--- src/rtl/ntt_pkg.sv ---
// ntt_pkg: constants and the loader state type shared by the NTT
// coefficient loader, its sub-module and its bus interface.
//   WIDTH       coefficient width
//   LANES       coefficients per memory row (8 butterflies x 2 banks)
//   INPUT_WIDTH packed row width
//   ADDR_WIDTH  row address width
//   N_ROWS      rows per polynomial (256 / LANES)
//   Q           modulus; 2*Q must exceed 2**WIDTH - 1
package ntt_pkg;
  localparam int WIDTH       = 12;
  localparam int LANES       = 16;
  localparam int INPUT_WIDTH = WIDTH * LANES;
  localparam int ADDR_WIDTH  = 5;
  localparam int N_ROWS      = 16;
  localparam int Q           = 3329;

  typedef enum logic [1:0] {
    IDLE = 2'd0,
    FILL = 2'd1,
    DONE = 2'd2
  } ld_state_e;
endpackage

--- src/rtl/ntt_coeff_loader_if.sv ---
// ntt_coeff_loader_if: groups the coefficient stream handshake and the
// row write port of the coefficient loader.
//   master modport: upstream controller / source of coefficients
//   slave  modport: the loader itself
//   start_i, coeff_i, coeff_valid_i  -> loader
//   coeff_ready_o, we_o, waddr_o, din_o, busy_o, done_o <- loader
interface ntt_coeff_loader_if #(
  parameter int WIDTH       = ntt_pkg::WIDTH,
  parameter int ADDR_WIDTH  = ntt_pkg::ADDR_WIDTH,
  parameter int INPUT_WIDTH = WIDTH * ntt_pkg::LANES
);
  logic                   start_i;
  logic [WIDTH-1:0]       coeff_i;
  logic                   coeff_valid_i;
  logic                   coeff_ready_o;
  logic                   we_o;
  logic [ADDR_WIDTH-1:0]  waddr_o;
  logic [INPUT_WIDTH-1:0] din_o;
  logic                   busy_o;
  logic                   done_o;

  modport master (
    output start_i, coeff_i, coeff_valid_i,
    input  coeff_ready_o, we_o, waddr_o, din_o, busy_o, done_o
  );

  modport slave (
    input  start_i, coeff_i, coeff_valid_i,
    output coeff_ready_o, we_o, waddr_o, din_o, busy_o, done_o
  );
endinterface

--- src/rtl/mod_q_csub.sv ---
// mod_q_csub: combinational reduction of a value in [0, 2Q) to [0, Q)
// with a single conditional subtract.
//   a_i  WIDTH-bit input, assumed < 2*Q
//   r_o  WIDTH-bit canonical residue
module mod_q_csub #(
  parameter int WIDTH = ntt_pkg::WIDTH,
  parameter int Q     = ntt_pkg::Q
) (
  input  logic [WIDTH-1:0] a_i,
  output logic [WIDTH-1:0] r_o
);
  localparam logic [WIDTH-1:0] Q_W = WIDTH'(Q);

  always_comb begin
    r_o = a_i;
    if (a_i >= Q_W) begin
      r_o = a_i - Q_W;
    end
  end
endmodule

--- src/rtl/ntt_coeff_loader.sv ---
// ntt_coeff_loader: reduces a serial coefficient stream mod Q, packs 16
// coefficients per row and writes each full row to the NTT coefficient
// memory with an incrementing row address; pulses done after the last row.
//   clk_i  clock, rising edge
//   rst_i  synchronous active-high reset
//   bus    slave side of ntt_coeff_loader_if (stream in, row write out)
//
// state | meaning
// IDLE  | waiting for start_i; stream not accepted
// FILL  | accepting coefficients, one per cycle, packing lanes/rows
// DONE  | last row write in flight; done pulse follows
module ntt_coeff_loader #(
  parameter int WIDTH       = ntt_pkg::WIDTH,
  parameter int INPUT_WIDTH = WIDTH * 16,
  parameter int ADDR_WIDTH  = ntt_pkg::ADDR_WIDTH,
  parameter int N_ROWS      = ntt_pkg::N_ROWS,
  parameter int Q           = ntt_pkg::Q
) (
  input logic              clk_i,
  input logic              rst_i,
  ntt_coeff_loader_if.slave bus
);
  import ntt_pkg::*;

  localparam int LANE_W = $clog2(LANES);
  localparam logic [LANE_W-1:0]     LANE_LAST = LANE_W'(LANES - 1);
  localparam logic [ADDR_WIDTH-1:0] ROW_LAST  = ADDR_WIDTH'(N_ROWS - 1);

  ld_state_e                   state_q, state_d;
  logic [LANE_W-1:0]           lane_q, lane_d;
  logic [ADDR_WIDTH-1:0]       row_q, row_d;
  logic [ADDR_WIDTH-1:0]       waddr_q, waddr_d;
  logic [LANES-1:0][WIDTH-1:0] pack_q, pack_d;
  logic [INPUT_WIDTH-1:0]      din_q, din_d;
  logic                        we_q, we_d;
  logic                        done_q, done_d;
  logic [WIDTH-1:0]            coeff_r;

  mod_q_csub #(.WIDTH(WIDTH), .Q(Q)) u_csub (
    .a_i(bus.coeff_i),
    .r_o(coeff_r)
  );

  always_comb begin
    state_d = state_q;
    lane_d  = lane_q;
    row_d   = row_q;
    waddr_d = waddr_q;
    pack_d  = pack_q;
    din_d   = din_q;
    we_d    = 1'b0;
    done_d  = 1'b0;

    case (state_q)
      IDLE: begin
        // done_q may be high here, so a start on the done cycle is taken.
        if (bus.start_i) begin
          state_d = FILL;
          lane_d  = '0;
          row_d   = '0;
        end
      end
      FILL: begin
        if (bus.coeff_valid_i) begin
          pack_d[lane_q] = coeff_r;
          lane_d         = lane_q + 1'b1;
          if (lane_q == LANE_LAST) begin
            // pack_d already holds the 16th lane, so the row is complete.
            din_d   = pack_d;
            waddr_d = row_q;
            we_d    = 1'b1;
            row_d   = row_q + 1'b1;
            if (row_q == ROW_LAST) begin
              state_d = DONE;
            end
          end
        end
      end
      DONE: begin
        state_d = IDLE;
        row_d   = '0;
        done_d  = 1'b1;
      end
      default: begin
        state_d = IDLE;
      end
    endcase
  end

  always_ff @(posedge clk_i) begin
    if (rst_i) begin
      state_q <= IDLE;
      lane_q  <= '0;
      row_q   <= '0;
      waddr_q <= '0;
      pack_q  <= '0;
      din_q   <= '0;
      we_q    <= 1'b0;
      done_q  <= 1'b0;
    end else begin
      state_q <= state_d;
      lane_q  <= lane_d;
      row_q   <= row_d;
      waddr_q <= waddr_d;
      pack_q  <= pack_d;
      din_q   <= din_d;
      we_q    <= we_d;
      done_q  <= done_d;
    end
  end

  assign bus.coeff_ready_o = (state_q == FILL);
  assign bus.busy_o        = (state_q != IDLE);
  assign bus.we_o          = we_q;
  assign bus.waddr_o       = waddr_q;
  assign bus.din_o         = din_q;
  assign bus.done_o        = done_q;
endmodule

--- src/flat_wrapper.sv ---
// flat-port wrapper written by rule: the top's interface ports become plain ports
module ntt_coeff_loader_flat import ntt_pkg::*;
#(
  parameter int WIDTH       = ntt_pkg::WIDTH,
  parameter int INPUT_WIDTH = WIDTH * 16,
  parameter int ADDR_WIDTH  = ntt_pkg::ADDR_WIDTH,
  parameter int N_ROWS      = ntt_pkg::N_ROWS,
  parameter int Q           = ntt_pkg::Q
)
  (clk_i, rst_i, bus_start_i, bus_coeff_i, bus_coeff_valid_i, bus_coeff_ready_o, bus_we_o, bus_waddr_o, bus_din_o, bus_busy_o, bus_done_o);
  ntt_coeff_loader_if #(.WIDTH(WIDTH), .ADDR_WIDTH(ADDR_WIDTH), .INPUT_WIDTH(INPUT_WIDTH)) bus_i ();
  input logic clk_i;
  input logic rst_i;
  input wire logic [$bits(bus_i.start_i)-1:0] bus_start_i;
  input wire logic [$bits(bus_i.coeff_i)-1:0] bus_coeff_i;
  input wire logic [$bits(bus_i.coeff_valid_i)-1:0] bus_coeff_valid_i;
  output wire logic [$bits(bus_i.coeff_ready_o)-1:0] bus_coeff_ready_o;
  output wire logic [$bits(bus_i.we_o)-1:0] bus_we_o;
  output wire logic [$bits(bus_i.waddr_o)-1:0] bus_waddr_o;
  output wire logic [$bits(bus_i.din_o)-1:0] bus_din_o;
  output wire logic [$bits(bus_i.busy_o)-1:0] bus_busy_o;
  output wire logic [$bits(bus_i.done_o)-1:0] bus_done_o;
  assign bus_i.start_i = bus_start_i;
  assign bus_i.coeff_i = bus_coeff_i;
  assign bus_i.coeff_valid_i = bus_coeff_valid_i;
  assign bus_coeff_ready_o = bus_i.coeff_ready_o;
  assign bus_we_o = bus_i.we_o;
  assign bus_waddr_o = bus_i.waddr_o;
  assign bus_din_o = bus_i.din_o;
  assign bus_busy_o = bus_i.busy_o;
  assign bus_done_o = bus_i.done_o;
  ntt_coeff_loader #(.WIDTH(WIDTH), .INPUT_WIDTH(INPUT_WIDTH), .ADDR_WIDTH(ADDR_WIDTH), .N_ROWS(N_ROWS), .Q(Q)) u_core (.clk_i(clk_i), .rst_i(rst_i), .bus(bus_i));
endmodule
--- config.mk ---
export PLATFORM = sky130hd
export DESIGN_NAME = ntt_coeff_loader_flat
export DESIGN_NICKNAME = d
export VERILOG_FILES = /design/src/rtl/ntt_pkg.sv /design/src/rtl/ntt_coeff_loader_if.sv /design/src/rtl/mod_q_csub.sv /design/src/rtl/ntt_coeff_loader.sv /design/src/flat_wrapper.sv
export SDC_FILE = /design/constraint.sdc
export NUM_CORES = 1
export LEC_CHECK = 0
export ABC_AREA = 1
export ABC_CLOCK_PERIOD_IN_PS = 3400
export CORE_MARGIN = 2
export CORE_UTILIZATION = 55
export DETAILED_ROUTE_END_ITERATION = 16
export DONT_BUFFER_PORTS = 1
export GPL_TIMING_DRIVEN = 0
export PLACE_DENSITY = 0.68
export SYNTH_ARGS = -nofsm -noshare
export SYNTH_HDL_FRONTEND = slang
export SYNTH_SLANG_ARGS = --single-unit
--- constraint.sdc ---
create_clock -name clk_i -period 3.4 [get_ports clk_i]
set_clock_uncertainty 0.05 [all_clocks]
set_input_delay 0.68 -clock clk_i [delete_from_list [all_inputs] [get_ports clk_i]]
set_output_delay 0.68 -clock clk_i [all_outputs]
set_load 0.05 [all_outputs]
==> impl_metrics.csv <==
group,metric,value,unit
synth,synth_cell_types,32,
clock_tree,clk_pin_slew,0.06,ns
placement,place_inst,2621,
synth,synth_area_per_cell,7.45,um^2
clock_tree,clockBufferDepth,3,
setup_path,path_max_fanout,10,
pwr,power.density,562,mW/mm^2
timing,setup_slack,0.219,ns
final_layout,areaGrowthSynthToFinish,11.4,%
detailed_routing,drt_iter0_drc,1908,
detailed_routing,route.detailed.drc,0,
pwr,leakage,7.64,nW
final_layout,instances_no_fill,2697,
placement,dp_hpwl,39.4,mm
setup_path,path_delay_family,"buffers and inverters",
setup_path,cp.depth,7,
timing,slew_headroom,26.2,%
clock_tree,cts_tree,"built",
global_route,grt_pass1_wl,85.3,mm
timing,fin_crit_sh,93.6,%
setup_path,worstSetupEndpointType,"flip-flop",
placement,io_buffer_count,0,
hold_path,whs_path_depth,3,
clock_tree,cts_buffers,41,
pwr,p_sw,2.64,mW
global_route,use_met1,46.5,%
synth,syn-instance-count,2231,
synth,synth.cell_area,0.0166,mm^2
floorplan,fp-row-count,63,
placement,post-place-ws,0.322,ns
floorplan,ios,217,
global_route,met3_usage,6.60,%
synth,synth-seq-area-share,47.0,%
floorplan,die-area,0.0316,mm^2
pwr,clkPwrFrac,45.1,%
detailed_routing,first_pass_iters,5,
detailed_routing,vias,16000,
pwr,ir_worst_vdd,0.382,mV
timing,fin_tns_setup,0,ns
setup_path,max_stage_delay,0.51,ns
timing,min_period,3.18,ns
final_layout,fin_util,62.4,%
final_layout,final.fill_count,2660,
synth,ys_seq_elements,390,
clock_tree,htreeDepth,2,
detailed_routing,postRouteAntennaNets,0,
synth,synth_warnings,0,
clock_tree,post_cts_buffers,0,
timing,rsz0062_at_grt,"false",
global_route,grt.met2_usage,53.9,%
placement,gp_congestion,0.935,
clock_tree,root_buffer,"clkbuf_16",
timing,drv_slew,0,
global_route,grt.busiest_layer,"met2",
pwr,comb_power_share,8.8,%
synth,synth_fp_nets,2255,
setup_path,worst-path-buf-inv,3,
pwr,p_seq_share,46.1,%
detailed_routing,detail_route.wl_per_cell,20.9,um
setup_path,cp.required,3.75,ns
clock_tree,cts_hold_buffers,0,
setup_path,slowest_stage,"clkbuf_1",
global_route,overflow,0,
final_layout,drive_above_1_share,7.85,%
floorplan,initial_core_util,55.9,%
setup_path,crit_top_cell,"nand2_1",
setup_path,reg2reg_depth,7,
setup_path,critPathLaunchType,"flip-flop",
floorplan,core-area,0.0297,mm^2
clock_tree,cts_resized,0,
floorplan,die_w,178,um
outcome,status,"finished, final reports clean",
pwr,p_int,7.78,mW
timing,setup_viol,0,
global_route,grt_pass1_vias,14900,
hold_path,hold_path_class,"in -> reg",
timing,max_freq,0.314,GHz
global_route,grt_usage,35.0,%
flow_run,maxCapViolCount,0,
timing,finalHoldViolCount,0,
final_layout,final_nets,2298,
detailed_routing,via_per_inst,5.94,
setup_path,path_class,"reg -> reg",
clock_tree,clock_latency,0.55,ns
final_layout,diodes,0,
setup_path,crit_arrival,3.53,ns
pwr,swShare,25.3,%
setup_path,cp_cell_sequence,"nand2_1 > inv_1 > nand2_1 > nor2_4 > buf_2 > clkbuf_1 > a21oi_1",
timing,tightest_slew,1.11,ns
global_route,grt_max_degree,15,
global_route,grt_antenna_before_repair,0,
clock_tree,numClockSinks,390,
floorplan,dieHeight,178,um
detailed_routing,routed_wl,56.2,mm
## worst min-delay path, stage by stage
cell	delay [ns]
or2_2	0.09
o211ai_1	0.07
inv_1	0.05
## synth_stat cells, drive strengths merged
master	n	share of area (%)
nor2	168	3.9
or2	32	1.2
inv	197	4.4
nor3	8	0.24
nand3	238	7.3
buf	61	2.1
clkbuf	118	2.7
dfxtp	390	47
o22ai	2	0.075
nand4	11	0.49
nor3b	1	0.045
o21a	43	1.9
o211ai	37	1.7
xor2	4	0.21
a21oi	289	8.7
nand2	267	6.5
o21ai	357	11
ha	8	0.60
## placed cells by master (no fill, tap or decap), types with 2 or more instances in the layout
master | netlist | final
o21ai_0 | 309 | 309
o22ai_1 | 2 | 2
ha_1 | 8 | 8
nor2_1 | 166 | 166
a21oi_1 | 289 | 289
o21ai_1 | 46 | 46
nand4_1 | 9 | 9
nand3_4 | 2 | 2
buf_4 | 7 | 7
nand2_4 | 9 | 9
nand2_1 | 254 | 254
nand2_2 | 4 | 4
buf_2 | 43 | 43
inv_1 | 192 | 192
inv_2 | 5 | 5
nand4_2 | 2 | 2
clkbuf_16 | 0 | 43
buf_1 | 7 | 7
clkbuf_8 | 0 | 11
bufinv_16 | 0 | 3
xor2_1 | 4 | 4
nand3_1 | 235 | 235
o211ai_1 | 37 | 37
nor3_1 | 8 | 8
clkinv_2 | 0 | 8
o21ai_4 | 2 | 2
clkbuf_1 | 118 | 126
dfxtp_1 | 390 | 390
buf_6 | 3 | 3
o21a_1 | 43 | 43
or2_2 | 32 | 32
## worst paths after layout
check	from	endpoint	slack, ns
max	u_core.state_q[0]	u_core.bus.din_o[139]	0.22
min	bus_start_i	u_core.state_q[0]	0.33
max reg2reg	u_core.state_q[0]	u_core.bus.din_o[139]	0.22
min reg2reg	u_core.pack_q[73]	u_core.pack_q[73]	0.42
## sequential cells by signal, indices dropped and copies added (netlist names)
name / count
u_core.bus.din_o: 192
u_core.pack_q: 180
u_core.bus.waddr_o: 5
u_core.row_q: 5
u_core.lane_q: 4
u_core.state_q: 2
u_core.bus.done_o: 1
u_core.bus.we_o: 1
## through the flow
step           power (mW)  instance area (um^2)  hold slack [ns]
2_1_floorplan        5.51                 16600            0.379
3_3_place_gp         5.75                 17100            0.402
3_5_place_dp         5.78                 17100            0.406
4_1_cts              10.4                 18500            0.322
5_1_grt              10.7                 18500            0.325
6_report             10.4                 18500            0.333
## power groups by stage
stage / clock, mW / sequential [mW] / combinational [mW]
2_1_floorplan: 0 / 4.88 / 0.629
3_3_place_gp: 0 / 4.89 / 0.863
3_5_place_dp: 0 / 4.90 / 0.885
4_1_cts: 4.72 / 4.80 / 0.891
5_1_grt: 4.90 / 4.81 / 1.00
6_report: 4.70 / 4.80 / 0.919
## logic make-up (layout without fill, tap and decap cells)
group                      Yosys count  count (layout)  synth area share [%]
AOI/OAI and AO/OA                  728             728                  23.3
buffers and inverters              376             452                  9.20
xor gates and xnor gates             4               4                 0.211
and+or+nand+nor                    725             725                  19.8
adders and majority gates            8               8                 0.602
DFF                                390             390                  47.0
## area by class of cell
class | instances | area [um^2] | area share (%)
Sequential cell | 390 | 7810 | 42.1
Multi-Input combinational cell | 1465 | 7290 | 39.3
Clock buffer | 62 | 1260 | 6.79
Buffer | 179 | 791 | 4.27
Inverter | 197 | 739 | 3.99
Tap cell | 390 | 488 | 2.63
Clock inverter | 14 | 158 | 0.851
## routing by layer
metal | up-vias | part of all wire, %
met5 | - | 0
met4 | 0 | 5.8
met3 | 163 | 9.6
met2 | 892 | 43
met1 | 7406 | 41
li1 | 7570 | -
(Power assumes the default switching activity.)
